$ cat src/rtl/router_ctrl_fsm.sv
// Purpose: packet-routing controller for a 1xNUM_PORTS router; latches the header destination and
//          sequences header/payload/parity writes into that channel's FIFO.
// Latency: header accepted at edge N -> lfd_state in cycle N+1, ld_state in cycle N+2.
// Backpressure: busy stalls the source while waiting/loading; full FIFO parks in FIFO_FULL_STATE.
// Ports:
//   clock, resetn                                  - clock, synchronous active-low reset
//   pkt_valid, data_in                             - source valid and header address bits
//   fifo_empty_vec/fifo_full_vec/soft_reset_vec    - per-channel status from FIFO bank/synchroniser
//   parity_done, low_packet_valid                  - strobes from the register block
//   dest_sel                                       - latched destination channel
//   detect_add..drop_state, write_enb_reg, busy    - Moore decodes of the present state
//   fifo_full                                      - full flag of the selected channel
// Option: define ROUTER_CTRL_WAIT_TIMEOUT_EN to abandon WAIT_TILL_EMPTY after WAIT_MAX cycles.
module router_ctrl_fsm #(
  parameter int NUM_PORTS = 3,
  parameter int ADDR_W    = 2,
  parameter int WAIT_MAX  = 30
) (
  input  logic                 clock,
  input  logic                 resetn,
  input  logic                 pkt_valid,
  input  logic [ADDR_W-1:0]    data_in,
  input  logic [NUM_PORTS-1:0] fifo_empty_vec,
  input  logic [NUM_PORTS-1:0] fifo_full_vec,
  input  logic [NUM_PORTS-1:0] soft_reset_vec,
  input  logic                 parity_done,
  input  logic                 low_packet_valid,
  output logic [ADDR_W-1:0]    dest_sel,
  output logic                 detect_add,
  output logic                 lfd_state,
  output logic                 ld_state,
  output logic                 laf_state,
  output logic                 full_state,
  output logic                 rst_int_reg,
  output logic                 drop_state,
  output logic                 write_enb_reg,
  output logic                 busy,
  output logic                 fifo_full
);

  localparam int SEL_N = 1 << ADDR_W;
  localparam logic [ADDR_W:0] PORTS_LIM = (ADDR_W+1)'(NUM_PORTS);

  typedef enum logic [3:0] {
    DECODE_ADDRESS     = 4'd0,
    LOAD_FIRST_DATA    = 4'd1,
    WAIT_TILL_EMPTY    = 4'd2,
    LOAD_DATA          = 4'd3,
    LOAD_PARITY        = 4'd4,
    FIFO_FULL_STATE    = 4'd5,
    LOAD_AFTER_FULL    = 4'd6,
    CHECK_PARITY_ERROR = 4'd7,
    DROP_PACKET        = 4'd8
  } state_e;

  state_e            state_q, state_d;
  logic [ADDR_W-1:0] dest_q, dest_d;

  // Status vectors widened to the full address space so any address indexes a real bit;
  // the padding bits are never selected because out-of-range headers go to DROP_PACKET.
  logic [SEL_N-1:0] empty_ext, full_ext, srst_ext;

  always_comb begin
    empty_ext = '0;
    full_ext  = '0;
    srst_ext  = '0;
    empty_ext[NUM_PORTS-1:0] = fifo_empty_vec;
    full_ext[NUM_PORTS-1:0]  = fifo_full_vec;
    srst_ext[NUM_PORTS-1:0]  = soft_reset_vec;
  end

  logic hdr_in_range;
  logic wait_expired;

  assign hdr_in_range = ({1'b0, data_in} < PORTS_LIM);
  assign fifo_full    = full_ext[dest_q];

`ifdef ROUTER_CTRL_WAIT_TIMEOUT_EN
  localparam int CNT_W = $clog2(WAIT_MAX + 1);
  localparam logic [CNT_W-1:0] CNT_LAST = CNT_W'(WAIT_MAX - 1);

  // cnt_q holds (WAIT cycles already spent); it reads WAIT_MAX-1 on the WAIT_MAX-th cycle.
  logic [CNT_W-1:0] cnt_q, cnt_d;

  assign wait_expired = (cnt_q == CNT_LAST);

  always_comb begin
    cnt_d = cnt_q;
    if (state_q == WAIT_TILL_EMPTY) cnt_d = cnt_q + CNT_W'(1);
    if (state_d == WAIT_TILL_EMPTY && state_q != WAIT_TILL_EMPTY) cnt_d = '0;
  end

  always_ff @(posedge clock) begin
    if (!resetn) cnt_q <= '0;
    else         cnt_q <= cnt_d;
  end
`else
  logic unused_wait_max;
  assign unused_wait_max = ^WAIT_MAX;
  assign wait_expired    = 1'b0;
`endif

  always_comb begin
    state_d = state_q;
    dest_d  = dest_q;
    unique case (state_q)
      DECODE_ADDRESS: begin
        if (pkt_valid) begin
          if (!hdr_in_range) begin
            state_d = DROP_PACKET;
          end else begin
            dest_d  = data_in;
            state_d = empty_ext[data_in] ? LOAD_FIRST_DATA : WAIT_TILL_EMPTY;
          end
        end
      end
      LOAD_FIRST_DATA: state_d = LOAD_DATA;
      WAIT_TILL_EMPTY: begin
        // Empty on the last allowed cycle still wins over the timeout.
        if (empty_ext[dest_q])  state_d = LOAD_FIRST_DATA;
        else if (wait_expired)  state_d = DROP_PACKET;
      end
      LOAD_DATA: begin
        if (fifo_full)       state_d = FIFO_FULL_STATE;
        else if (!pkt_valid) state_d = LOAD_PARITY;
      end
      LOAD_PARITY:     state_d = CHECK_PARITY_ERROR;
      FIFO_FULL_STATE: if (!fifo_full) state_d = LOAD_AFTER_FULL;
      LOAD_AFTER_FULL: begin
        if (parity_done)           state_d = DECODE_ADDRESS;
        else if (low_packet_valid) state_d = LOAD_PARITY;
        else                       state_d = LOAD_DATA;
      end
      CHECK_PARITY_ERROR: state_d = fifo_full ? FIFO_FULL_STATE : DECODE_ADDRESS;
      DROP_PACKET:        if (!pkt_valid) state_d = DECODE_ADDRESS;
      default:            state_d = DECODE_ADDRESS;
    endcase

    // Soft reset of the selected channel aborts the packet; idle decode ignores it.
    if (state_q != DECODE_ADDRESS && srst_ext[dest_q]) state_d = DECODE_ADDRESS;
  end

  always_ff @(posedge clock) begin
    if (!resetn) begin
      state_q <= DECODE_ADDRESS;
      dest_q  <= '0;
    end else begin
      state_q <= state_d;
      dest_q  <= dest_d;
    end
  end

  assign dest_sel      = dest_q;
  assign detect_add    = (state_q == DECODE_ADDRESS);
  assign lfd_state     = (state_q == LOAD_FIRST_DATA);
  assign ld_state      = (state_q == LOAD_DATA);
  assign laf_state     = (state_q == LOAD_AFTER_FULL);
  assign full_state    = (state_q == FIFO_FULL_STATE);
  assign rst_int_reg   = (state_q == CHECK_PARITY_ERROR);
  assign drop_state    = (state_q == DROP_PACKET);
  assign write_enb_reg = (state_q == LOAD_DATA) || (state_q == LOAD_PARITY) ||
                         (state_q == LOAD_AFTER_FULL);
  // busy stays low in DROP_PACKET so the source can drain the discarded packet.
  assign busy          = (state_q == LOAD_FIRST_DATA) || (state_q == WAIT_TILL_EMPTY) ||
                         (state_q == LOAD_PARITY) || (state_q == FIFO_FULL_STATE) ||
                         (state_q == LOAD_AFTER_FULL) || (state_q == CHECK_PARITY_ERROR);

endmodule
$ cat config.mk
export PLATFORM = sky130hd
export DESIGN_NAME = router_ctrl_fsm
export DESIGN_NICKNAME = d
export VERILOG_FILES = /design/src/rtl/router_ctrl_fsm.sv
export SDC_FILE = /design/constraint.sdc
export NUM_CORES = 1
export LEC_CHECK = 0
export CAP_MARGIN = 10
export CORE_UTILIZATION = 45
export DETAILED_ROUTE_END_ITERATION = 6
export PLACE_DENSITY = 0.95
export RECOVER_POWER = 100
export SLEW_MARGIN = 40
export SYNTH_ARGS = -nofsm -noshare
export SYNTH_HDL_FRONTEND = slang
export SYNTH_SLANG_ARGS = --single-unit
$ cat constraint.sdc
create_clock -name clock -period 5.1 [get_ports clock]
set_clock_uncertainty 0.15 [all_clocks]
set_input_delay 1.02 -clock clock [delete_from_list [all_inputs] [get_ports clock]]
set_output_delay 1.02 -clock clock [all_outputs]
set_load 0.005 [all_outputs]
Yosys cells after proc, flatten, opt, wreduce, memory -nomap -nowiden --
Index checks and enable logic that the tools add are counted.
Operators by class: order comparisons 3, eq/ne operators 13, multiplexer cells 20, bitwise gates (word level) 1, reductions and logical operators 13
Operators with widths (count):
- case mux 4 bit (9 select lines) | 1
- 2-to-1 mux 4 bit | 7
- equality test 4 x 3 -> 1 bit, second input constant | 4
- 2-to-1 mux 3 bit | 3
- binary-select mux 1 bit (select 2 bit) | 4
- equality test 4 x 2 -> 1 bit, second input constant | 2
- != test 2 bit, second input constant | 4
- logical OR 1 bit | 7
- less-than comparator 2 x 3 -> 1 bit, second input constant | 2
- AND reduction 5 bit | 1
- equality test 4 x 1 -> 1 bit, second input constant | 1
- equality test 4 bit, second input constant | 1
- logical NOT 4 bit | 1
- 2-to-1 mux 1 bit | 4
- nonzero test 4 bit | 1
- != test 3 x 2 -> 1 bit, second input constant | 1
- AND reduction 3 bit | 1
- less-than comparator 2 bit, second input constant | 1
- 2-to-1 mux 2 bit | 1
- OR reduction 2 bit | 1
- logical AND 1 bit | 1
- NOT 1 bit | 1
Storage, ports and cells: register bits after elaboration 6, bits of input ports 16, output and inout port bits 12, word-level logic and storage cells 52

Longest topological paths before layout --
depth in word-level cells 6, depth in mapped cells 6, mapped depth without buffers 5

Worst setup path before layout --
OpenSTA, ideal clock, no wires.
kind input to output, from input port fifo_full_vec[2], to output port fifo_full, arrival 1.316 ns, slack 2.614 ns, cell stages on the path 2, cell sequence mux2i_2 > o21ai_4
On the way: word-level cells in the longest chain between the ends 2
Ends and longest elaborated chain:
- from (decl) | line 24 | input logic [NUM_PORTS-1:0] fifo_full_vec,
- binary-select mux 1 bit (select 2 bit) | line 76 | assign fifo_full = full_ext[dest_q];
- 2-to-1 mux 1 bit (implied by the code) | line 76
- to (decl) | line 38 | output logic fifo_full
No other way between the ends. The select of a mux whose other input is x is not followed.

Worst setup path after layout --
Same ends and word-level chain as after synthesis.

==> results.md <==
- Hold_buf cts: 0
- Global placement routability congestion: roughly 0.84
- Int Pwr: 0.169 mW
- Total DRC errors in the routed layout: 0
- Die Y: 40.7 um
- Overall die width: 40.7 um
- Worst Tran Pin Value: 972 ps
- Worst setup slack after placement: 1600 ps
- Register share of total power: 30.3%
- Number of clock sinks: 6
- Worst-path maximum fanout: 5
- RSZ-0062 raised after global routing: false
- Number of I/O port buffers: 27
- Final setup slack of the worst path: 1190 ps
- Gr usage total: approximately a quarter
- Syn Nets: 105
- Net count of the finished layout: between 100 and 150
- Ratio of total power to cell area: about 320 nW/um2
- Final critical path time including I/O delays and setup: just under 4000 ps
- Layout cells sized above 1: 3.57%
- Growth of design area from synthesis to finish: 34.9%
- Count of final setup violators: 0
- Number of max-slew violations in the final report: 0
- I/O pins: 28
- Critical path start-end classification: in2out
- Period Utilization, post-route: 76.6%
- IR Drop Worst-Case VDD: 0.199 mV
- Distinct cells, synth: 41
- Synth Area in Compound Gates: 27.3%
- Setup slack, reg-to-reg: 2790 ps
- Switching fraction of total power: 41.8%
- Gate power share: between 50% and 60%
- Post-cts gate resize count: 0
- Most used flip-flop cell after synthesis: sky130_fd_sc_hd__dfxtp_1
- Half-perimeter wire length after detailed placement: 1390 um
- Number of violations of the max-capacitance limit: 0
- Number of global-route vias before repair: 642
- CTS buffer count: 3
- M1 WL: ~760 um
- Multiplexer share of the synthesized area: 11.2%
- Maximum root-to-sink buffer count: 2
- Full die area: 1650 um2
- Post-synthesis register bit count: 6
- Worst rel slew slack: 34.6%
- Via count: 787
- Total length of routed met3 wires: 129 um
- Critical Path Sink Type: primary output
- Uppermost signal routing layer after detailed routing: met4
- Pin count of the biggest net entering global routing: 19
- TritonCTS clock tree: built
- Antenna violations before repair: 0
- Critical Path Start Type: input port
- Routed wirelength normalized by instance count: 14.1 um
- Data arrival at the endpoint of the critical path: about 2700 ps
- Post-detailed-route via-to-cell ratio: 6.20
- Buffer cell driving the clock tree root: sky130_fd_sc_hd__clkbuf_4
- Fillcell total: between 100 and 150
- Starting density of the core: 49.9%
- Critical hold path startpoint: state_q[3]
- Number of nets with antenna violations after detailed routing: 0
- Global-route wire length before repair: roughly 2800 um
- Result of the run: finished clean
- Sequential-to-total area share from yosys stat: 17.8%
- Synthesized area per cell: between 7 and 8 um2
- Synthesized-area fraction occupied by adder cells: 0%
- Yosys warning count: 0
- Synthesized area: slightly below 700 um2
- Main combinational cell family by area after synthesis: simple AND/OR/NAND/NOR gates
- Fraction of registers with async set/reset: 0%
- Achievable clock frequency: 256 MHz
- Count of TritonRoute iterations in the first routing pass: 4
- Skew-Pair Late Insertion Delay: between 200 and 250 ps
- Count of routing violations after the opening detailed-route iteration: 20
- Core area: 1350 um2
- Setup crit start: fifo_full_vec[2]
- Area fraction in and, or, nand and nor cells after synthesis: 33.3%
- Reported net switching power: 0.121 mW
- Total Routed Length: 1800 um
- Power share of the clock group: ~15%
- Number of hold violations in the final report: 0
- GRT Residual Overflow: 0
- Sum of negative setup slack: 0 ps
- Number of instances in the synthesized netlist: 89
- Post-CTS clock slew at the launch and capture registers of the worst setup and hold paths: 40 ps
- Number of enable-type register cells in the synthesized netlist: 0
- Worst min-delay path category: reg2reg
- Source of the worst register-to-register timing path: state_q[0]
- Leakage: ~0.36 nW
- Level count of the clock H-tree: 1
- Area share of xor/xnor cells in the synthesized design: 1.30%
- Count of antenna diodes in the layout: 0
- Setup repair bufs after CTS: 0
- Detailed route wirelength on metal2: 885 um
- Cell row count: 13
- Critical path required time: 3930 ps
## placed cells by master, fill, tap and decap left out
cell,count
sky130_fd_sc_hd__o21ai_0,4
sky130_fd_sc_hd__a21boi_1,1
sky130_fd_sc_hd__a211oi_1,1
sky130_fd_sc_hd__o2111a_1,1
sky130_fd_sc_hd__o22ai_1,2
sky130_fd_sc_hd__o211ai_1,1
sky130_fd_sc_hd__mux2_1,1
sky130_fd_sc_hd__nand2b_1,3
sky130_fd_sc_hd__o2111ai_1,1
sky130_fd_sc_hd__a31oi_1,2
sky130_fd_sc_hd__clkbuf_4,3
sky130_fd_sc_hd__dlygate4sd3_1,12
sky130_fd_sc_hd__o31ai_1,1
sky130_fd_sc_hd__nor4bb_1,1
sky130_fd_sc_hd__inv_1,5
sky130_fd_sc_hd__nand3_1,2
sky130_fd_sc_hd__or4_1,1
sky130_fd_sc_hd__nand3b_1,4
sky130_fd_sc_hd__nor4b_1,2
sky130_fd_sc_hd__xor2_1,1
sky130_fd_sc_hd__mux2i_1,6
sky130_fd_sc_hd__o21a_1,2
sky130_fd_sc_hd__o31a_1,1
sky130_fd_sc_hd__nand2_1,11
sky130_fd_sc_hd__o221a_2,1
sky130_fd_sc_hd__nor4_1,2
sky130_fd_sc_hd__or3_1,1
sky130_fd_sc_hd__and2_1,1
sky130_fd_sc_hd__o221ai_1,1
sky130_fd_sc_hd__nor3_1,1
sky130_fd_sc_hd__dfxtp_1,6
sky130_fd_sc_hd__a21oi_1,6
sky130_fd_sc_hd__nor2_1,6
sky130_fd_sc_hd__nor3b_1,2
sky130_fd_sc_hd__clkdlybuf4s50_1,15
sky130_fd_sc_hd__nand4_1,1
## worst max-delay path, stage by stage
cell and delay (ps):
sky130_fd_sc_hd__clkdlybuf4s50_1 450, sky130_fd_sc_hd__mux2i_1 80, sky130_fd_sc_hd__o21ai_0 520, sky130_fd_sc_hd__dlygate4sd3_1 660
## state kept, by name (all words and copies together), names as in the netlist
signal    cells
state_q       4
dest_sel      2
## cells in the mapped netlist, drive strengths merged (2+ instances only)
| library cell | instances | area [um2] |
|---|---|---|
| a21oi | 6 | 33.8 |
| a31oi | 2 | 12.5 |
| buf | 6 | 38.8 |
| dfxtp | 6 | 120 |
| inv | 5 | 18.8 |
| mux2i | 6 | 63.8 |
| nand2 | 11 | 41.3 |
| nand2b | 3 | 18.8 |
| nand3 | 2 | 10.0 |
| nand3b | 4 | 30.0 |
| nor2 | 6 | 22.5 |
| nor3b | 2 | 15.0 |
| nor4 | 2 | 27.5 |
| nor4b | 2 | 17.5 |
| o21a | 2 | 15.0 |
| o21ai | 4 | 31.3 |
| o22ai | 2 | 12.5 |
## stage by stage
step / hold WS, ps / power [mW] / util [%] / std cells / area [um2]
2_1_floorplan: 469 / 0.200 / - / 89 / 673
3_3_place_gp: 498 / 0.258 / 68.1 / 124 / 920
3_5_place_dp: 506 / 0.266 / 68.1 / 124 / 920
4_1_cts: 522 / 0.310 / 69.8 / 127 / 942
5_1_grt: 529 / 0.315 / 67.3 / 127 / 908
6_report: 484 / 0.290 / 67.3 / 127 / 908
## per-layer routing
metal	GRT usage (%)	up-vias
met2	42.5	43
met1	31.0	360
li1	-	380
met3	10.3	4
met5	0	-
met4	4.17	0
## power by group through the flow
stage / logic (mW) / registers, mW / clock network, mW
final: 0.159 / 0.0881 / 0.0432
after global routing: 0.176 / 0.0901 / 0.0492
after CTS: 0.175 / 0.0915 / 0.0440
after detailed placement: 0.174 / 0.0923 / 0
after global placement: 0.167 / 0.0918 / 0
after floorplan: 0.136 / 0.0633 / 0
## area by class of cell
cell class	count	area, um2	area share (%)
multi-input cells	71	458	50.4
repair buffers	27	270	29.8
flip-flops and latches	6	120	13.2
clock buffers	3	22.5	2.48
inverters	5	18.8	2.07
well taps	15	18.8	2.07
## kinds of logic after synthesis
group | Yosys count
compound gates | 25
buf+inv | 12
flops | 6
xor+xnor | 1
simple gates | 38
mux | 7
## path summary, 6_finish.rpt
check                                   to  depth (start not counted)
worst min register to register  state_q[3]                          2
worst max-delay path             fifo_full                          4
worst max register to register  state_q[1]                          5
worst min-delay path            state_q[3]                          2
No activity file was read; power rests on OpenSTA's default activity.
